[src/rtl/inst_mem_pipe_if.sv]
// inst_mem_pipe_if: fetch request / response bundle between the fetch stage
// (master) and the pipelined instruction memory (slave).
//
// Handshake: a request transfers on a rising clk edge where req_valid and
// req_ready are both high. A response transfers on a rising edge where
// rsp_valid and rsp_ready are both high. req_valid does not depend on
// req_ready. While rsp_valid is high and rsp_ready is low, rsp_inst and
// rsp_err hold stable.
interface inst_mem_pipe_if #(
  parameter int DATA_W = 32,
  parameter int ADDR_W = 32
);
  logic              req_valid;
  logic              req_ready;
  logic [ADDR_W-1:0] req_addr;
  logic              rsp_valid;
  logic              rsp_ready;
  logic [DATA_W-1:0] rsp_inst;
  logic [1:0]        rsp_err;

  modport master (
    output req_valid, req_addr, rsp_ready,
    input  req_ready, rsp_valid, rsp_inst, rsp_err
  );

  modport slave (
    input  req_valid, req_addr, rsp_ready,
    output req_ready, rsp_valid, rsp_inst, rsp_err
  );
endinterface

[src/rtl/inst_mem_pipe.sv]
// inst_mem_pipe: pipelined instruction memory with valid/ready fetch port,
// READ_LAT (1 or 2) cycle read latency, a 2-entry in-order response buffer
// and address fault reporting (01 misaligned, 10 out of range).
//
// Optional feature macro: INST_MEM_LOAD_EN adds the ld_en/ld_addr/ld_data
// program-load write port. Without it the memory is a read-only image
// produced by image_word().
//
// Credit scheme: requests in the read pipeline plus entries in the response
// buffer never exceed 2, so every accepted request has a buffer slot
// reserved and back-pressure never drops data.
module inst_mem_pipe #(
  parameter int          DATA_W   = 32,
  parameter int          ADDR_W   = 32,
  parameter int          DEPTH    = 4096,
  parameter int          READ_LAT = 1,
  parameter logic [31:0] NOP_WORD = 32'h0000_0013
) (
  input  logic                     clk,
  input  logic                     rst,
`ifdef INST_MEM_LOAD_EN
  input  logic                     ld_en,
  input  logic [$clog2(DEPTH)-1:0] ld_addr,
  input  logic [DATA_W-1:0]        ld_data,
`endif
  inst_mem_pipe_if.slave           bus
);
  localparam int              OFF_W   = $clog2(DATA_W / 8);
  localparam int              IDX_W   = $clog2(DEPTH);
  localparam logic [ADDR_W:0] DEPTH_L = DEPTH;

  // Reject illegal configurations while elaborating.
  if (DATA_W != 32 && DATA_W != 64) begin : g_bad_data_w
    $error("inst_mem_pipe: DATA_W must be 32 or 64");
  end
  if (READ_LAT != 1 && READ_LAT != 2) begin : g_bad_read_lat
    $error("inst_mem_pipe: READ_LAT must be 1 or 2");
  end
  if (DEPTH < 2 || (DEPTH & (DEPTH - 1)) != 0) begin : g_bad_depth
    $error("inst_mem_pipe: DEPTH must be a power of two >= 2");
  end

  logic [ADDR_W-1:0] word_idx;
  logic              mis_fault;
  logic              oor_fault;
  logic [DATA_W-1:0] mem_word;
  logic [DATA_W-1:0] fetch_inst;
  logic [1:0]        fetch_err;
  logic              load_busy;

  logic              accept;
  logic              pop;
  logic              inflight;
  logic              push;
  logic [DATA_W-1:0] push_inst;
  logic [1:0]        push_err;

  logic [1:0]        q_cnt;
  logic [1:0]        used;
  logic              rd_ptr;
  logic              wr_ptr;
  logic              rsp_v;
  logic [DATA_W-1:0] q_inst [2];
  logic [1:0]        q_err  [2];

  assign word_idx  = bus.req_addr >> OFF_W;
  assign mis_fault = |bus.req_addr[OFF_W-1:0];
  assign oor_fault = ({1'b0, word_idx} >= DEPTH_L);

`ifdef INST_MEM_LOAD_EN
  logic [DATA_W-1:0] mem [DEPTH];

  // Program-load write; contents survive reset.
  always_ff @(posedge clk) begin
    if (ld_en) mem[ld_addr] <= ld_data;
  end

  assign mem_word  = mem[word_idx[IDX_W-1:0]];
  assign load_busy = ld_en;
`else
  // Boot image of the read-only memory, one word per index.
  function automatic logic [DATA_W-1:0] image_word(input logic [IDX_W-1:0] idx);
    logic [31:0] i32;
    logic [63:0] w;
    i32 = 32'(idx);
    w   = {~i32 ^ 32'h5A5A_5A5A, (i32 * 32'h9E37_79B1) ^ 32'hC0DE_0000};
    return w[DATA_W-1:0];
  endfunction

  assign mem_word  = image_word(word_idx[IDX_W-1:0]);
  assign load_busy = 1'b0;
`endif

  // Classify the presented address; faulted fetches return the NOP word,
  // misalignment taking priority over range.
  always_comb begin
    fetch_err  = 2'b00;
    fetch_inst = mem_word;
    if (mis_fault) begin
      fetch_err  = 2'b01;
      fetch_inst = DATA_W'(NOP_WORD);
    end else if (oor_fault) begin
      fetch_err  = 2'b10;
      fetch_inst = DATA_W'(NOP_WORD);
    end
  end

  // A pop in this cycle returns its credit immediately.
  assign rsp_v         = (q_cnt != 2'd0);
  assign pop           = rsp_v && bus.rsp_ready;
  assign used          = q_cnt + {1'b0, inflight} - {1'b0, pop};
  assign bus.req_ready = !load_busy && (used < 2'd2);
  assign accept        = bus.req_valid && bus.req_ready;

  if (READ_LAT == 2) begin : g_lat2
    logic              st_v;
    logic [DATA_W-1:0] st_inst;
    logic [1:0]        st_err;

    // Extra read stage between acceptance and the response buffer.
    always_ff @(posedge clk) begin
      if (rst) st_v <= 1'b0;
      else     st_v <= accept;
      if (accept) begin
        st_inst <= fetch_inst;
        st_err  <= fetch_err;
      end
    end

    assign push      = st_v;
    assign push_inst = st_inst;
    assign push_err  = st_err;
    assign inflight  = st_v;
  end else begin : g_lat1
    assign push      = accept;
    assign push_inst = fetch_inst;
    assign push_err  = fetch_err;
    assign inflight  = 1'b0;
  end

  // Response buffer pointers and occupancy.
  always_ff @(posedge clk) begin
    if (rst) begin
      q_cnt  <= 2'd0;
      rd_ptr <= 1'b0;
      wr_ptr <= 1'b0;
    end else begin
      if (push) wr_ptr <= ~wr_ptr;
      if (pop)  rd_ptr <= ~rd_ptr;
      q_cnt <= q_cnt + {1'b0, push} - {1'b0, pop};
    end
  end

  // Response buffer storage; no reset needed, occupancy qualifies it.
  always_ff @(posedge clk) begin
    if (push) begin
      q_inst[wr_ptr] <= push_inst;
      q_err[wr_ptr]  <= push_err;
    end
  end

  assign bus.rsp_valid = rsp_v;
  assign bus.rsp_inst  = rsp_v ? q_inst[rd_ptr] : '0;
  assign bus.rsp_err   = rsp_v ? q_err[rd_ptr]  : 2'b00;
endmodule
[src/flat_wrapper.sv]
// flat-port wrapper written by rule: the top's interface ports become plain ports
module inst_mem_pipe_flat 
#(
  parameter int          DATA_W   = 32,
  parameter int          ADDR_W   = 32,
  parameter int          DEPTH    = 4096,
  parameter int          READ_LAT = 1,
  parameter logic [31:0] NOP_WORD = 32'h0000_0013
)
  (clk, rst, bus_req_valid, bus_req_addr, bus_rsp_ready, bus_req_ready, bus_rsp_valid, bus_rsp_inst, bus_rsp_err);
  inst_mem_pipe_if #(.DATA_W(DATA_W), .ADDR_W(ADDR_W)) bus_i ();
  input  logic clk;
  input  logic rst;
  input wire logic [$bits(bus_i.req_valid)-1:0] bus_req_valid;
  input wire logic [$bits(bus_i.req_addr)-1:0] bus_req_addr;
  input wire logic [$bits(bus_i.rsp_ready)-1:0] bus_rsp_ready;
  output wire logic [$bits(bus_i.req_ready)-1:0] bus_req_ready;
  output wire logic [$bits(bus_i.rsp_valid)-1:0] bus_rsp_valid;
  output wire logic [$bits(bus_i.rsp_inst)-1:0] bus_rsp_inst;
  output wire logic [$bits(bus_i.rsp_err)-1:0] bus_rsp_err;
  assign bus_i.req_valid = bus_req_valid;
  assign bus_i.req_addr = bus_req_addr;
  assign bus_i.rsp_ready = bus_rsp_ready;
  assign bus_req_ready = bus_i.req_ready;
  assign bus_rsp_valid = bus_i.rsp_valid;
  assign bus_rsp_inst = bus_i.rsp_inst;
  assign bus_rsp_err = bus_i.rsp_err;
  inst_mem_pipe #(.DATA_W(DATA_W), .ADDR_W(ADDR_W), .DEPTH(DEPTH), .READ_LAT(READ_LAT), .NOP_WORD(NOP_WORD)) u_core (.clk(clk), .rst(rst), .bus(bus_i));
endmodule
[config.mk]
export PLATFORM = sky130hd
export DESIGN_NAME = inst_mem_pipe_flat
export DESIGN_NICKNAME = d
export VERILOG_FILES = /design/src/rtl/inst_mem_pipe_if.sv /design/src/rtl/inst_mem_pipe.sv /design/src/flat_wrapper.sv
export SDC_FILE = /design/constraint.sdc
export NUM_CORES = 1
export LEC_CHECK = 0
export CORE_MARGIN = 2
export CORE_UTILIZATION = 60
export CTS_BUF_LIST = sky130_fd_sc_hd__clkbuf_16
export DETAILED_ROUTE_END_ITERATION = 12
export GPL_TIMING_DRIVEN = 0
export PLACE_DENSITY = 0.9
export SLEW_MARGIN = 20
export SYNTH_ARGS = -nofsm -noshare
export SYNTH_HDL_FRONTEND = slang
export SYNTH_SLANG_ARGS = --single-unit
[constraint.sdc]
create_clock -name clk -period 6.15 [get_ports clk]
set_clock_uncertainty 0.1 [all_clocks]
set_input_delay 0.615 -clock clk [delete_from_list [all_inputs] [get_ports clk]]
set_output_delay 0.615 -clock clk [all_outputs]
set_load 0.005 [all_outputs]
==> metrics.cfg <==
[floorplan]
ios = 72
fp-row-count = 41
core_area_mm2 = 0.0128
start_util_pct = 62.0
chipWidth_um = 119
die_h_um = 119
dieArea_mm2 = 0.0141

[place]
dp_hpwl_um = 14300
io_buffers = 71
pre_cts_ws_ps = -465
gp_congestion = 0.985

[global_route]
grt_first_pass_wirelength_um = 28500
grt_max_degree = 35
antenna_found_initial = 0
grt_pass1_vias = 5853
gr-total-overflow = 0
track_usage_pct = 25.9

[routing]
dr.first_iter.drc_count = 325
wl_per_cell_um = 16.6
postRouteAntennaNets = 0
dr.pass1.iters = 5
vias = 5507
drc = 0
totalWireLength_um = 17000
vias_per_cell = 5.39

[timing]
max_freq_ghz = 0.169
fin_tns_setup_ps = 0
fin_crit_ps = 5910
max_slew_margin_pct = 48.0
tightestPinTransition_ps = 778
drv_slew = 0
finalHoldViolations = 0
fin_crit_sh_pct = 96.1
setup_slack_ps = 241
setup-violations-final = 0
rsz0062_at_grt = false

[yosys]
synth_edf_count = 68
seq_area_frac_synth_pct = 27.0
ys.flop_type = edfxtp_1
avgSynthCellArea_um2 = 10.4
synth_fp_nets = 990
synth_top_area_share_pct = 26.0
synth_common_cells = inv_1, fa_1, ha_1, nor2_1, edfxtp_1
synthCells = 762
async_flop_share_pct = 0
netlist_top_cells_area = fa_1, edfxtp_1, ha_1, inv_1, mux2i_1
synth_warnings = 0
synth_area_mm2 = 0.00792
ys_types = 44
synth_top_area_cell = fa_1
ys_ff_latch = 73
synth_most_common_cell = inv_1

[finish]
finalNetCount = 1073
final_util_pct = 72.2
drive_gt1_share_pct = 4.71
fill_cells = 842
antenna_cells = 0
area_growth_syn_to_layout_pct = 16.4

[clocking]
cts_tree = built
clk-insertion-delay-late_ps = 320
hold_buffers = 0
numCtsBuffers = 9
clockBufferDepth = 2
clockRootBuffer = clkbuf_16
clkTransAtPathRegs_ps = 50
cts.sinks = 73
cts-htree-levels = 3

[outcome]
status = finished, final reports clean

[worst_setup_path]
path_max_fanout = 8
cp-start-kind = input port
critPathRequiredTime_ps = 6150
critPathArrivalTime_ps = 5910
end_kind = register
crit_type = in -> reg

[hold_path]
min_path_type = reg -> reg

[job]
max_cap_violations = 0

-- worst max-delay path, stage by stage --
cell and delay [ps]:
dlygate4sd2_1 410, fa_2 730, inv_1 80, fa_1 530, inv_1 50, fa_1 460
fa_1 540, inv_1 60, fa_1 540, inv_1 40, ha_1 280, buf_2 180
a21oi_1 120, o21ai_0 190, a2111oi_1 500, a21oi_1 200, o31ai_1 380
-- per-layer routing --
layer | up-vias | part of all wire (%) | routed length [um] | GRT usage [%]
met5 | - | 0 | 0 | 0
met4 | 0 | 2.5 | 423 | 8.78
met3 | 31 | 5.7 | 970 | 4.31
met2 | 202 | 51 | 8730 | 46.2
met1 | 2700 | 41 | 6890 | 32.0
li1 | 2574 | - | - | -
-- logic make-up (layout without fill, tap and decap cells) --
logic type	Yosys count	in the layout	share of synthesized area, %
buf+inv	211	299	10.3
fa+ha+maj	192	192	40.1
simple gates	139	139	8.07
compound gates	75	75	5.99
flops	73	73	27.0
xor+xnor	38	38	4.20
mux	34	34	4.30
-- layout make-up --
cell class / count / area (um^2) / share of cell area, %
Clock buffer: 9 / 225 / 2.44
Multi-Input combinational cell: 478 / 5010 / 54.3
Clock inverter: 7 / 61.3 / 0.665
Sequential cell: 73 / 2140 / 23.2
Buffer: 12 / 71.3 / 0.773
Inverter: 199 / 747 / 8.10
Tap cell: 172 / 215 / 2.33
Timing Repair Buffer: 72 / 752 / 8.15
-- cell usage in the layout (no fill, tap or decap), types with 5 or more instances in the layout --
master           count
a21o_1               8
a21oi_1             23
buf_2                5
clkbuf_1             5
clkbuf_16            9
clkdlybuf4s50_1     63
dfxtp_1              5
dlymetal6s2s_1       6
edfxtp_1            68
fa_1               102
ha_1                87
inv_1              199
mux2i_1             34
nand2_1             21
nand3_1              9
nor2_1              75
nor2b_1              6
nor3_1               5
o21ai_0             16
o21bai_1             5
xnor2_1             24
xor2_1              14
-- final timing paths --
check	from	to	slack (ps)	cells past startpoint
setup / recovery	bus_req_addr[5]	u_core.q_inst[0][30]	240	17
hold / removal	u_core.rd_ptr	register	430	2
setup reg to reg	u_core.q_cnt[1]	u_core.q_cnt[1]	4000	8
hold reg to reg	u_core.rd_ptr	register	430	2
-- stage by stage --
step           hold WS (ps)  cell area, um^2  instances
2_1_floorplan           381             7920        762
3_3_place_gp            395             8850       1005
3_5_place_dp            422             8880       1006
4_1_cts                 432             9170       1022
5_1_grt                 440             9220       1022
6_report                426             9220       1022
-- what timing repair did --
| item | 4_1_cts | 5_1_grt |
|---|---|---|
| setup buffers | 0 | 0 |
| resized for setup | 3 | 16 |
| cloned | 0 | 0 |
| hold endpoints to repair | 0 | 0 |
| setup endpoints to repair | 8 | 12 |
-- state kept, by name, summed over array words and instances (netlist names), named ones only --
name and flops:
u_core.q_inst 64, u_core.q_err 4, u_core.q_cnt 2, u_core.rd_ptr 1, u_core.wr_ptr 1
Power is not shown: default switching activity piles up to over one toggle a cycle in this logic, so the estimate is an artifact.
